### src/rtl/seg7_pkg.sv
// seg7_pkg: shared types and constants for the 7-segment readback block.
//   state_t      FSM states of the stability detector
//   SEG_TABLE    active-high {g,f,e,d,c,b,a} patterns for hex digits 0..F
//   SEG_BLANK    all segments off
//   PAT_W        width of the compared pattern (8 when dp is captured)
//   digit_t      queued entry {invalid, hex[, dp]}
//   seg_decode   pattern -> {invalid, hex}
// Optional feature macro: SEG7_DP_CAPTURE_EN (decimal point capture).
package seg7_pkg;

  typedef enum logic [1:0] {
    IDLE   = 2'd0,
    SETTLE = 2'd1,
    COMMIT = 2'd2
  } state_t;

  localparam logic [6:0] SEG_BLANK = 7'h00;

  // Packed so that index i holds the pattern for hex digit i (list runs F..0).
  localparam logic [15:0][6:0] SEG_TABLE = {
    7'h71, 7'h79, 7'h5E, 7'h39, 7'h7C, 7'h77, 7'h6F, 7'h7F,
    7'h07, 7'h7D, 7'h6D, 7'h66, 7'h4F, 7'h5B, 7'h06, 7'h3F
  };

`ifdef SEG7_DP_CAPTURE_EN
  localparam int PAT_W = 8;
`else
  localparam int PAT_W = 7;
`endif

  typedef struct packed {
    logic       invalid;
    logic [3:0] hex;
`ifdef SEG7_DP_CAPTURE_EN
    logic       dp;
`endif
  } digit_t;

  localparam int DIGIT_W = $bits(digit_t);

  // Unknown patterns (including blank) return invalid=1, hex=0.
  function automatic logic [4:0] seg_decode(input logic [6:0] seg);
    logic [4:0] res;
    res = 5'h10;
    for (int i = 0; i < 16; i++) begin
      if (SEG_TABLE[i] == seg) begin
        res = {1'b0, i[3:0]};
      end
    end
    return res;
  endfunction

endpackage

### src/rtl/seg7_fifo.sv
// seg7_fifo: small first-word-fall-through FIFO.
//   clk, rst     clock, asynchronous active-high reset (clears pointers only)
//   push         write push_data when not full (or when a pop happens too)
//   push_data    entry to write
//   full         DEPTH entries held
//   pop          consume the head; ignored while empty
//   pop_data     current head, valid whenever empty=0
//   empty        no entries held
// DEPTH must be a power of two so the pointers wrap naturally.
module seg7_fifo #(
  parameter int WIDTH = 5,
  parameter int DEPTH = 4
) (
  input  logic             clk,
  input  logic             rst,
  input  logic             push,
  input  logic [WIDTH-1:0] push_data,
  output logic             full,
  input  logic             pop,
  output logic [WIDTH-1:0] pop_data,
  output logic             empty
);

  localparam int AW = $clog2(DEPTH);

  logic [AW-1:0] wr_ptr_reg;
  logic [AW-1:0] rd_ptr_reg;
  logic [AW:0]   count_reg;
  logic          pop_ok;
  logic          push_ok;

  logic [DEPTH-1:0][WIDTH-1:0] entries;

  assign empty    = (count_reg == '0);
  assign full     = (count_reg == (AW+1)'(DEPTH));
  assign pop_ok   = pop && !empty;
  // A full FIFO still accepts a write when the head leaves on the same edge.
  assign push_ok  = push && (!full || pop_ok);
  assign pop_data = entries[rd_ptr_reg];

  // Storage is data-path only; validity is tracked by the pointers.
  genvar gi;
  generate
    for (gi = 0; gi < DEPTH; gi++) begin : g_entry
      logic [WIDTH-1:0] entry_reg;
      always_ff @(posedge clk) begin
        if (push_ok && (wr_ptr_reg == AW'(gi))) begin
          entry_reg <= push_data;
        end
      end
      assign entries[gi] = entry_reg;
    end
  endgenerate

  always_ff @(posedge clk or posedge rst) begin
    if (rst) begin
      wr_ptr_reg <= '0;
      rd_ptr_reg <= '0;
      count_reg  <= '0;
    end else begin
      if (push_ok) begin
        wr_ptr_reg <= wr_ptr_reg + AW'(1);
      end
      if (pop_ok) begin
        rd_ptr_reg <= rd_ptr_reg + AW'(1);
      end
      case ({push_ok, pop_ok})
        2'b10:   count_reg <= count_reg + (AW+1)'(1);
        2'b01:   count_reg <= count_reg - (AW+1)'(1);
        default: count_reg <= count_reg;
      endcase
    end
  end

endmodule

### src/rtl/seg7_readback.sv
// seg7_readback: reads a 7-segment display pattern back into hex digits.
// The raw pattern is synchronised, must hold steady for STABLE_CYCLES
// samples, is decoded and queued in a FWFT FIFO with valid/ready.
//   clk, rst      clock, asynchronous active-high reset
//   seg_in[6:0]   raw segments {g,f,e,d,c,b,a}, active-high
//   dp_in         decimal point (captured only with SEG7_DP_CAPTURE_EN)
//   digit_data    {invalid, hex[3:0]} of the FIFO head (0 when empty)
//   digit_dp      captured decimal point of the head (0 without the macro)
//   digit_valid   FIFO head valid
//   digit_ready   consumer takes the head when digit_valid && digit_ready
//   overflow      sticky: a new digit was dropped on a full FIFO
//   clr_overflow  synchronous clear of overflow (a new drop wins)
//   busy          detector is waiting for the pattern to settle
// Optional feature macro: SEG7_DP_CAPTURE_EN.
module seg7_readback
  import seg7_pkg::*;
#(
  parameter int STABLE_CYCLES = 1000,
  parameter int FIFO_DEPTH    = 4,
  parameter int CNT_W         = 16
) (
  input  logic       clk,
  input  logic       rst,
  input  logic [6:0] seg_in,
  input  logic       dp_in,
  output logic [4:0] digit_data,
  output logic       digit_dp,
  output logic       digit_valid,
  input  logic       digit_ready,
  output logic       overflow,
  input  logic       clr_overflow,
  output logic       busy
);

  logic [PAT_W-1:0] raw_pat;
  logic [PAT_W-1:0] sync1_reg;
  logic [PAT_W-1:0] sync2_reg;

`ifdef SEG7_DP_CAPTURE_EN
  assign raw_pat = {dp_in, seg_in};
`else
  logic unused_dp;
  assign raw_pat   = seg_in;
  assign unused_dp = dp_in;
`endif

  // Two-flop synchroniser; everything downstream uses sync2_reg.
  always_ff @(posedge clk or posedge rst) begin
    if (rst) begin
      sync1_reg <= '0;
      sync2_reg <= '0;
    end else begin
      sync1_reg <= raw_pat;
      sync2_reg <= sync1_reg;
    end
  end

  state_t           state_reg;
  logic [PAT_W-1:0] cand_reg;
  logic [PAT_W-1:0] last_reg;
  logic [CNT_W-1:0] cnt_reg;
  logic             busy_reg;
  logic             push_reg;
  digit_t           push_data_reg;
  digit_t           cand_digit;
  logic             cand_is_new;

  always_comb begin
    cand_digit = '0;
    {cand_digit.invalid, cand_digit.hex} = seg_decode(cand_reg[6:0]);
`ifdef SEG7_DP_CAPTURE_EN
    cand_digit.dp = cand_reg[7];
`endif
  end

  // Blank is accepted silently; a candidate equal to the last accepted
  // pattern (possible after a glitch back to it) is never queued again.
  assign cand_is_new = (cand_reg != '0) && (cand_reg != last_reg);

  always_ff @(posedge clk or posedge rst) begin
    if (rst) begin
      state_reg     <= IDLE;
      cand_reg      <= '0;
      last_reg      <= PAT_W'(SEG_BLANK);
      cnt_reg       <= '0;
      busy_reg      <= 1'b0;
      push_reg      <= 1'b0;
      push_data_reg <= '0;
    end else begin
      push_reg <= 1'b0;
      case (state_reg)
        IDLE: begin
          if (sync2_reg != last_reg) begin
            state_reg <= SETTLE;
            cand_reg  <= sync2_reg;
            cnt_reg   <= CNT_W'(1);
            busy_reg  <= 1'b1;
          end
        end
        SETTLE: begin
          if (sync2_reg != cand_reg) begin
            cand_reg <= sync2_reg;
            cnt_reg  <= CNT_W'(1);
          end else if (cnt_reg >= CNT_W'(STABLE_CYCLES)) begin
            // push_reg is high during the COMMIT cycle; FIFO writes on its exit edge.
            state_reg     <= COMMIT;
            busy_reg      <= 1'b0;
            push_reg      <= cand_is_new;
            push_data_reg <= cand_digit;
          end else begin
            cnt_reg <= cnt_reg + CNT_W'(1);
          end
        end
        COMMIT: begin
          last_reg  <= cand_reg;
          cnt_reg   <= '0;
          state_reg <= IDLE;
        end
        default: begin
          state_reg <= IDLE;
          busy_reg  <= 1'b0;
        end
      endcase
    end
  end

  logic               fifo_full;
  logic               fifo_empty;
  logic [DIGIT_W-1:0] head_bits;
  digit_t             head;
  logic               drop;

  seg7_fifo #(
    .WIDTH (DIGIT_W),
    .DEPTH (FIFO_DEPTH)
  ) u_fifo (
    .clk       (clk),
    .rst       (rst),
    .push      (push_reg),
    .push_data (push_data_reg),
    .full      (fifo_full),
    .pop       (digit_ready),
    .pop_data  (head_bits),
    .empty     (fifo_empty)
  );

  assign head        = digit_t'(head_bits);
  assign digit_valid = !fifo_empty;
  assign digit_data  = fifo_empty ? 5'h00 : {head.invalid, head.hex};
`ifdef SEG7_DP_CAPTURE_EN
  assign digit_dp    = fifo_empty ? 1'b0 : head.dp;
`else
  assign digit_dp    = 1'b0;
`endif

  // A write on a full FIFO survives only if the head is consumed on that edge.
  assign drop = push_reg && fifo_full && !(digit_valid && digit_ready);

  logic overflow_reg;
  always_ff @(posedge clk or posedge rst) begin
    if (rst) begin
      overflow_reg <= 1'b0;
    end else if (drop) begin
      overflow_reg <= 1'b1;
    end else if (clr_overflow) begin
      overflow_reg <= 1'b0;
    end
  end

  assign overflow = overflow_reg;
  assign busy     = busy_reg;

endmodule

### config.mk
export PLATFORM = sky130hd
export DESIGN_NAME = seg7_readback
export DESIGN_NICKNAME = d
export VERILOG_FILES = /design/src/rtl/seg7_pkg.sv /design/src/rtl/seg7_fifo.sv /design/src/rtl/seg7_readback.sv
export SDC_FILE = /design/constraint.sdc
export NUM_CORES = 1
export LEC_CHECK = 0
export CAP_MARGIN = 20
export CELL_PAD_IN_SITES_DETAIL_PLACEMENT = 0
export CELL_PAD_IN_SITES_GLOBAL_PLACEMENT = 1
export CORE_ASPECT_RATIO = 1.75
export CORE_MARGIN = 10
export CORE_UTILIZATION = 46
export CTS_BUF_LIST = sky130_fd_sc_hd__clkbuf_16
export CTS_CLUSTER_SIZE = 25
export DETAILED_ROUTE_END_ITERATION = 10
export DONT_BUFFER_PORTS = 1
export PLACE_DENSITY = 0.72
export SYNTH_ARGS = -nofsm -noshare
export SYNTH_HDL_FRONTEND = slang
export SYNTH_SLANG_ARGS = --single-unit
### constraint.sdc
create_clock -name clk -period 1.93 [get_ports clk]
set_input_delay 0.386 -clock clk [delete_from_list [all_inputs] [get_ports clk]]
set_output_delay 0.386 -clock clk [all_outputs]
set_load 0.02 [all_outputs]
==> metrics.txt, run 1 <==
number of flops mapped to enable cells by yosys=20; clock skew=0.00611 ns; path depth of the worst reg2reg path=6; Die X-Extent=a little over 90 um; share of layout cells above drive strength 1=a little over a third; DR vias=2901; synth warn=0; register area share after synthesis=52.0%; # IOs=21; Mapped Nets=roughly 380; # DRC=0; R2R Setup Slk=-0.08 ns; ranking of synthesized cells by area=dfrtp_1, edfxtp_1, xnor2_1; Die Y-Extent=145 um; port bufs=0; Ant. Diodes=0; gr ovfl total=0; crit path launch type=flip-flop; Starting DRT DRC Count=205; crit path capture=busy; Clock transition at path regs=about 0.06 ns; initial antenna violation count=0; Total GRT Usage=13.5%; post-synth top area share=37.3%; number of unique standard cell types used by synthesis=52; Design Area, Final=between 0.005 and 0.006 mm^2; mean area per synthesized cell=11.4 um^2; RR Endpoint=busy; FMAX=0.499 GHz; Setup violations, final=12; max-slew violation count=0; cell taking the most area after synthesis=dfrtp_1; pre-CTS setup slack=-0.223 ns; status=finished with violations; Worst EP arrival=2.23 ns; Post-DRT Antenna Nets=0; asr flop ratio synth=75.3%; Total Die Area=0.0132 mm^2; Avg WL per Cell=16.5 um; largest net degree at the start of global routing=62; #FFs+latches synth=slightly above 80; HPWL Detailed=6.01 mm; core area=0.00867 mm^2; CTS tree=built; Hold Path Class=primary input to flip-flop; final layout net count=between 400 and 500; final worst slack=-0.0755 ns; clk sinks=81; most frequent cell after synthesis=dfrtp_1; Syn Inst Count=360; Largest register FFs=20; vias per inst=around 5.4; vias in the first global route=2992; Placer Congestion=roughly 0.8; hold slack=0.0714 ns; root buffer cell=clkbuf_16; Initial Utilization=between 40 and 50%; Worst Setup End Kind=flip-flop; failing checks=negative setup slack; fin crit share=104%; Setup TNS=-0.340 ns; P&R area growth vs syn=29.9%; router iterations before antenna repair=4; Leakage=2.16 nW; Top FF cell, synth=dfrtp_1; RSZ-0062 raised after global routing=true; Fillers=around 740; first-pass GRT wire length=14.1 mm; row cnt=45; Synth top cells by count=dfrtp_1, inv_1, nand2_1, xnor2_1, edfxtp_1; Final Power=5.17 mW; clk_lat worst skew=between 0.3 and 0.4 ns; Area after DPL=0.00453 mm^2; Final Hold Viols=0; Post-Syn Area=0.00409 mm^2; total of max-cap violations=0; CTS H-tree lvls=3; power per cell area=about 1000 mW/mm^2; total routed wirelength=8.80 mm; r2r startpoint=cnt_reg[14]; CP required=2.15 ns; CP Class=flip-flop to flip-flop; Bufs on Longest Clock Path=2; Crit Path Max Fanout=4; crit path from=cnt_reg[14]; CTS Buf Count=9; min Tclk post-route=2.01 ns; maximum vdd drop=roughly 0.00095 V
==> per-stage QoR <==
step | instances | utilization, %
after floorplan | 360 | -
after global placement | 504 | 52.2
after detailed placement | 504 | 52.2
after CTS | 528 | 58.5
after global routing | 533 | 61.3
final | 533 | 61.3
==> area by class of cell <==
class,count,area [um^2],area share (%)
timing repair buffer,61,504,9.49
clock buffer,10,250,4.71
multi-input combinational,234,2120,39.9
inverter,24,90.1,1.70
clock inverter,6,70.1,1.32
sequential,81,2130,40.1
tap,117,146,2.76
==> cell usage in the layout, fill, tap and decap left out, types with 9 or more instances in the layout <==
cell,instances
buf_4,53
clkbuf_16,10
dfrtp_1,59
edfxtp_1,20
ha_1,10
inv_1,22
mux2_2,14
nand2_1,22
nand3_1,10
nand4_1,10
nor2_1,12
o22ai_1,9
xnor2_1,20
==> per-layer routing <==
layer | global-route usage, % | wire [um] | up-vias
met5 | 0 | 0 | -
met1 | 12.7 | 3380 | 1455
met2 | 26.2 | 5050 | 35
li1 | - | - | 1400
met3 | 2.48 | 222 | 11
met4 | 8.20 | 150 | 0
==> what timing repair did <==
item                       4_1_cts  5_1_grt
hold endpoints to repair         7        0
hold buffers                     1        0
gates resized for setup         44       32
setup buffers                    8        5
pin swaps                       12       13
setup endpoints to repair       31       58
==> where the power goes <==
part	internal, mW	switching [mW]	leakage [nW]	total [mW]
clock	1.09	0.711	0.155	1.80
combinational	0.586	0.853	0.994	1.44
sequential	1.85	0.0845	1.01	1.93
total	3.53	1.65	2.16	5.17
==> logic make-up (layout without fill, tap and decap cells) <==
kind of cell    count (synthesis)  after routing  synth area share (%)
xor+xnor                       29             29                  6.21
mux                            27             27                  8.72
compound gates                 64             64                  11.2
fa+ha+maj                      12             12                  3.86
other cells                     1              1                0.0917
flops                          81             81                  52.0
simple gates                  101            101                  13.4
buf+inv                        45            101                  4.50
==> worst min-delay path by stage <==
stage | to | cells after the start | startpoint
after floorplan | sync2_reg[0] | 0 | sync1_reg[0]
after CTS | sync1_reg[6] | 0 | seg_in[6]
after global routing | sync1_reg[6] | 0 | seg_in[6]
final | sync1_reg[0] | 0 | seg_in[0]
after detailed placement | sync2_reg[3] | 0 | sync1_reg[3]
after global placement | sync2_reg[3] | 0 | sync1_reg[3]
==> critical path, stage by stage, from the launching register on <==
cell and delay [ns]:
dfrtp_1 0.38, or4_4 0.55, nor3_4 0.18, a211oi_4 0.12, buf_6 0.14, o211ai_1 0.19, mux2_1 0.33
No activity file was read; power rests on OpenSTA's default activity.
==> run 2, diff against run 1 <==
Settings changed: CORE_UTILIZATION 46 to 47, PLACE_DENSITY 0.72 to 0.73, SYNTH_HIERARCHICAL set to 1.
==> run 2 against run 1 <==
Effect of this change: the run now ends clean; routed wire length decreased by 5.1%; critical path depth is 4 lower; area after synthesis grew 2.5%; setup slack improved by 0.12 ns; first-iteration DRC count fell by 43%; via count shrank 1.7%; power rose by 30%; utilization is 1.9 points lower; register-to-register slack improved by 0.14 ns; clock skew is essentially flat; combinational power rose by 94%; design area fell by 3.1%; critical path type is now flip-flop to output port; critical endpoint is now digit_data[1]; largest power group is now combinational logic.
==> metrics.txt, run 2 <==
status=complete, no violations; number of flops mapped to enable cells by yosys=20 (unchanged); max incr delay on CP=0.52 ns (-0.03 ns); Worst Setup End Kind=output port; Reg power frac=34.2% (-3.1 points); Post-DRT Antenna Nets=0 (unchanged); Worst path depth=2 (-4); maximum vdd drop=0.00102 V (+6.5%); clock power share=24.2% (-11 points); Largest register FFs=20 (unchanged); Worst EP arrival=1.49 ns (-0.74 ns); HPWL Detailed=6.12 mm (+1.9%); row cnt=45 (unchanged); cell taking the most area after synthesis=dfrtp_1; Syn Inst Count=357 (-0.83%); Metal-1 WL=3.18 mm (-5.7%); hold slack=0.0761 ns (+0.00470 ns); router iterations before antenna repair=4 (unchanged); sw frac=34.1% (+2.2 points); Total Die Area=0.0132 mm^2 (+0.27%); DR vias=2852 (-1.7%); largest net degree at the start of global routing=26 (-58%); # IOs=21 (unchanged); synth warn=6 (+6); vias in the first global route=2928 (-2.1%); share of layout cells above drive strength 1=34.1% (-1.5 points); Clock transition at path regs=0.06 ns (about the same); CP required=1.54 ns (-0.61 ns); Ant. Diodes=0 (unchanged); total of max-cap violations=0 (unchanged); R2R Setup Slk=0.06 ns (+0.14 ns); Psw=2.29 mW (+39%); commonest non-fill, non-tap cell in the layout=dfrtp_1; CP delay by family, top=multiplexers; clk_lat worst skew=0.34 ns (about the same); clock skew=0.00652 ns (+0.000411 ns); commonest non-fill, non-tap cells in the layout=dfrtp_1, buf_4, inv_1; #FFs+latches synth=81 (unchanged); CP max stage cell=mux4_2; fin crit share=97.4% (-6.5 points); FMAX=0.532 GHz (+6.6%); CTS tree=built; first-pass GRT wire length=13.8 mm (-1.5%); Setup TNS=0 ns (+0.340 ns); Worst slew margin=between 60% and 70%; worst path cell trace=mux4_2 > nor2b_4; final layout net count=430 (-1.1%); vias per inst=5.40 (-0.76%); RSZ-0062 raised after global routing=true; Total GRT Usage=12.9% (-0.65 points); r2r startpoint=cnt_reg[13]; crit path capture=digit_data[1]; Worst Min Path Start=seg_in[6]; Hold Path Class=primary input to flip-flop; port bufs=0 (unchanged); met3 routed WL=236 um (+6.3%); Post-Syn Area=0.00419 mm^2 (+2.5%); path depth of the worst reg2reg path=6 (unchanged); Top Layer Used=met4; crit path launch type=flip-flop; Die X-Extent=91.4 um (+0.13%); min Tclk post-route=1.88 ns (-0.125 ns); core area=0.00867 mm^2 (unchanged); register area share after synthesis=50.7% (-1.3 points); Crit Path Max Fanout=6 (+2); CP Class=flip-flop to output port; Die Y-Extent=145 um (+0.14%); Final Hold Viols=0 (unchanged); total routed wirelength=8.35 mm (-5.1%); crit path from=u_fifo/rd_ptr_reg[0]; most frequent cell after synthesis=dfrtp_1; initial antenna violation count=0 (unchanged); Worst Max-Slew Pin Slew=0.555 ns; combinational share of power=41.6% (+14 points); CTS H-tree lvls=3 (unchanged); asr flop ratio synth=75.3% (unchanged); Int Pwr=4.43 mW (+26%); max-slew violation count=0 (unchanged); met2 WL=4.75 mm (-5.9%); Placer Congestion=0.813 (+0.21%); number of unique standard cell types used by synthesis=63 (+21%); Synth top cells by count=dfrtp_1, inv_1, edfxtp_1, xnor2_1, mux2_2; P&R area growth vs syn=22.9%; mean area per synthesized cell=11.7 um^2 (+3.4%); RR Endpoint=cnt_reg[8]; CTS Buf Count=9 (unchanged); gr ovfl total=0 (unchanged); # DRC=0 (unchanged); ranking of synthesized cells by area=dfrtp_1, edfxtp_1, mux2_2; Avg WL per Cell=15.8 um (-4.2%); Starting DRT DRC Count=116 (-43%); Leakage=2.13 nW (-1.7%); Initial Utilization=48.3% (+1.2 points); root buffer cell=clkbuf_16; Mapped Nets=381 (-0.78%); Setup violations, final=0 (-12); Bufs on Longest Clock Path=2 (unchanged); Top FF cell, synth=dfrtp_1; post-synth top area share=36.4% (-0.91 points); power per cell area=1300 mW/mm^2 (+34%); crit path buf inv count=0 (-1); clk sinks=81 (unchanged)
run 2: cell types whose count changed after synthesis, sizes merged, moves of 6 or more:
cell and delta:
o31ai +9, nand2 -7, a21oi +10, a2111oi -6, or4 +9, a221oi -6, and2 -6, o22ai -9
run 2: stage by stage:
stage	instances	power, mW	instance area [um^2]	util (%)	setup WS (ns)
2_1_floorplan	357	4.08	4200	-	-0.00134
3_3_place_gp	498	4.80	4610	53.1	-0.00640
3_5_place_dp	498	4.86	4610	53.1	-0.0205
4_1_cts	518	6.59	4970	57.3	0.000241
5_1_grt	528	7.14	5150	59.4	-0.0197
6_report	528	6.72	5150	59.4	0.0493
run 2: what timing repair did:
| item | 4_1_cts | 5_1_grt |
|---|---|---|
| setup buffers | 3 | 11 |
| hold buffers | 1 | 0 |
| hold endpoints to repair | 26 | 0 |
| pin swaps | 1 | 14 |
| resized for setup | 14 | 27 |
| endpoints found under the setup margin | 17 | 25 |
| gates cloned | 0 | 1 |
run 2: per-layer routing:
metal  track usage [%]  vias to the layer above
met1              12.7                     1417
met3              2.94                       12
met4              6.38                        0
met2              24.0                       33
li1                  -                     1390
met5                 0                        -
run 2: cell type report:
cell class	count	area, um^2
timing repair buffer	57	467
fill	752	3520
inverter	23	86.3
tap	117	146
clock inverter	7	62.6
sequential	81	2130
multi-input combinational	234	2030
clock buffer	9	225
run 2: how the worst min path moves through the flow:
stage	end	depth (start not counted)
after floorplan	u_fifo/count_reg[0]	1
after global placement	u_fifo/count_reg[2]	1
after detailed placement	u_fifo/count_reg[0]	1
after CTS	sync1_reg[2]	0
after global routing	sync1_reg[2]	0
final	sync1_reg[6]	0
run 2: kinds of logic (layout without fill, tap and decap cells):
group,Yosys count,after routing,share of synthesized area (%)
xor gates and xnor gates,28,28,5.85
DFF,81,81,50.7
adders and majority gates,13,13,4.00
AOI/OAI and AO/OA,63,64,10.7
other,1,1,0.0895
and+or+nand+nor,100,100,15.0
muxes,28,28,8.84
buffers and inverters,43,96,4.72
run 2: power groups by stage:
stage / clock network [mW] / logic (mW) / registers [mW]
after detailed placement: 0 / 2.53 / 2.32
final: 1.62 / 2.80 / 2.30
after global routing: 1.73 / 3.06 / 2.34
after global placement: 0 / 2.49 / 2.31
after CTS: 1.67 / 2.63 / 2.29
after floorplan: 0 / 1.83 / 2.25
==> run 3, diff against run 2 <==
Settings changed: CORE_UTILIZATION 47 to 45, PLACE_DENSITY 0.73 to 0.7.
==> run 3 against run 2 <==
Effect of this change: utilization down 2.5 points; routed wire length up 2.8%; critical path depth up 4; hold slack worse by 0.0041 ns; count of clock-buffer cells in the layout unchanged; die area up 3.6%; sequential share of layout area down 0.27 points; clock power down 5%; combinational power about the same; final cell count down 0.38%; clock skew about the same; sequential cell count unchanged.
==> metrics.txt, run 3 (synthesized netlist as in run 2, its figures left out) <==
status=complete, no violations; vias in the first global route=2946 (+0.61%); Total GRT Usage=13.0% (+0.15 points); total routed wirelength=8.58 mm (+2.8%); max-slew violation count=0 (unchanged); crit path launch type=flip-flop; Initial Utilization=46.1% (-2.2 points); CTS H-tree lvls=3 (unchanged); Avg WL per Cell=16.3 um (+3.1%); min Tclk post-route=1.91 ns (+0.0332 ns); Setup violations, final=0 (unchanged); clock skew=0.00617 ns (-0.000350 ns); Placer Congestion=0.780 (-4.1%); first-pass GRT wire length=14.3 mm (+3.2%); HPWL Detailed=6.05 mm (-1.1%); Die X-Extent=93.0 um (+1.7%); clk_lat worst skew=0.34 ns (about the same); Fillers=835 (+11%); Crit Path Max Fanout=7 (+1); Reg power frac=34.4% (+0.2 points); # DRC=0 (unchanged); Worst EP arrival=2.14 ns (+0.65 ns); commonest non-fill, non-tap cell in the layout=dfrtp_1; total of max-cap violations=0 (unchanged); power per cell area=1290 mW/mm^2 (-1.3%); Starting DRT DRC Count=144 (+24%); DR vias=2840 (-0.42%); Largest register FFs=20 (unchanged); row cnt=46 (+2.2%); Psw=2.36 mW (+3.2%); share of layout cells above drive strength 1=36.0% (+1.9 points); router iterations before antenna repair=5 (+1); CTS Buf Count=9 (unchanged); sw frac=35.5% (+1.4 points); final layout net count=425 (-1.2%); clock power share=23.1% (-1.1 points); Final Hold Viols=0 (unchanged); Final Power=6.66 mW (-0.81%); hold slack=0.0719 ns (-0.00414 ns); Int Pwr=4.30 mW (-2.9%); FMAX=0.522 GHz (-1.7%); FF+latch area=0.00213 mm^2 (-0.18%); area of the multi-input gates=0.00208 mm^2 (+2.3%); CP required=2.15 ns (+0.61 ns); core area=0.00909 mm^2 (+4.9%); port bufs=0 (unchanged); commonest non-fill, non-tap cells in the layout=dfrtp_1, buf_4, inv_1; CTS tree=built; Total Die Area=0.0137 mm^2 (+3.6%); root buffer cell=clkbuf_16; Worst Setup End Kind=flip-flop; Bufs on Longest Clock Path=2 (unchanged); Ant. Diodes=0 (unchanged); P&R area growth vs syn=23.5%; RSZ-0062 raised after global routing=true; Clock transition at path regs=0.06 ns (about the same); clk sinks=81 (unchanged); initial antenna violation count=0 (unchanged); Leakage=2.12 nW (-0.45%); maximum vdd drop=0.00106 V (+4.5%); combinational share of power=42.4% (+0.8 points); Die Y-Extent=148 um (+1.9%); fin crit share=99.2% (+1.7 points); Hold Path Class=primary input to flip-flop; vias per inst=5.40 (about the same); Post-DRT Antenna Nets=0 (unchanged); largest net degree at the start of global routing=55 (+110%); CP Class=flip-flop to flip-flop; gr ovfl total=0 (unchanged); # IOs=21 (unchanged)
[run 3: cell count changes in the layout (fill, tap and decap cells not counted), moves of 3 or more]
cell     delta
a21oi_1     -5
buf_4       -5
dfrtp_1     +3
or4_1       -3
and2_1      -3
dfrtp_2     -3
or4_4       +3
and2_2      +3
a21oi_2     +5
[run 3: metal layers]
| layer | wire length, um | GRT usage (%) | share of wire (%) | vias to the layer above |
|---|---|---|---|---|
| met5 | 0 | 0 | 0 | - |
| li1 | - | - | - | 1372 |
| met2 | 4840 | 24.2 | 56 | 50 |
| met1 | 3220 | 13.1 | 38 | 1397 |
| met3 | 284 | 3.40 | 3.3 | 21 |
| met4 | 238 | 5.27 | 2.8 | 0 |
[run 3: area by class of cell]
type,instances,share of cell area (%)
clock inverters,7,0.943
well taps,120,2.90
inverters,23,1.67
flip-flops and latches,81,41.1
clock buffers,9,4.35
multi-input cells,233,40.2
repair buffers,53,8.85
[run 3: final timing paths]
check / startpoint / endpoint / slack (ns) / depth (start not counted)
worst max register to register: sync2_reg[6] / cand_reg[3] / 0.02 / 6
min in group asynchronous: rst / u_fifo/count_reg[2] / 0.48 / 2
worst max-delay path: sync2_reg[6] / cand_reg[3] / 0.02 / 6
max in group asynchronous: rst / last_reg[5] / 1.10 / 3
worst min register to register: sync1_reg[2] / sync2_reg[2] / 0.35 / 0
worst min-delay path: seg_in[5] / sync1_reg[5] / 0.07 / 0
[run 3: worst max-delay path, cell delays in order, from the launching register on]
cell and delay [ns]:
dfrtp_1 0.43, xor2_2 0.21, nor4_4 0.45, and2_4 0.25
nor3_4 0.05, buf_12 0.14, mux2_2 0.26
[run 3: per-stage QoR]
step                cells  utilization (%)  setup TNS [ns]  setup WS, ns  instance area, um^2
global placement      503             51.0         -0.0392       -0.0202                 4640
detailed placement    503             51.0         -0.0816       -0.0205                 4640
finish                526             56.9               0        0.0161                 5170
floorplan             357                -        -0.00134      -0.00134                 4200
global route          526             56.9          -0.685       -0.0626                 5170
CTS                   524             55.0         -0.0183      -0.00968                 5000
[run 3: power by group through the flow]
stage	sequential (mW)	clock, mW	combinational (mW)
final	2.29	1.54	2.83
after CTS	2.29	1.59	2.69
after floorplan	2.25	0	1.83
after detailed placement	2.33	0	2.58
after global placement	2.32	0	2.54
after global routing	2.34	1.68	3.08
[run 3: repair_timing]
item | in CTS | in global routing
cloned | 0 | 0
pin swaps | 7 | 15
hold buffers | 1 | 0
resized for setup | 13 | 38
endpoints found under the setup margin | 23 | 29
endpoints found under the hold margin | 61 | 0
setup buffers | 4 | 3
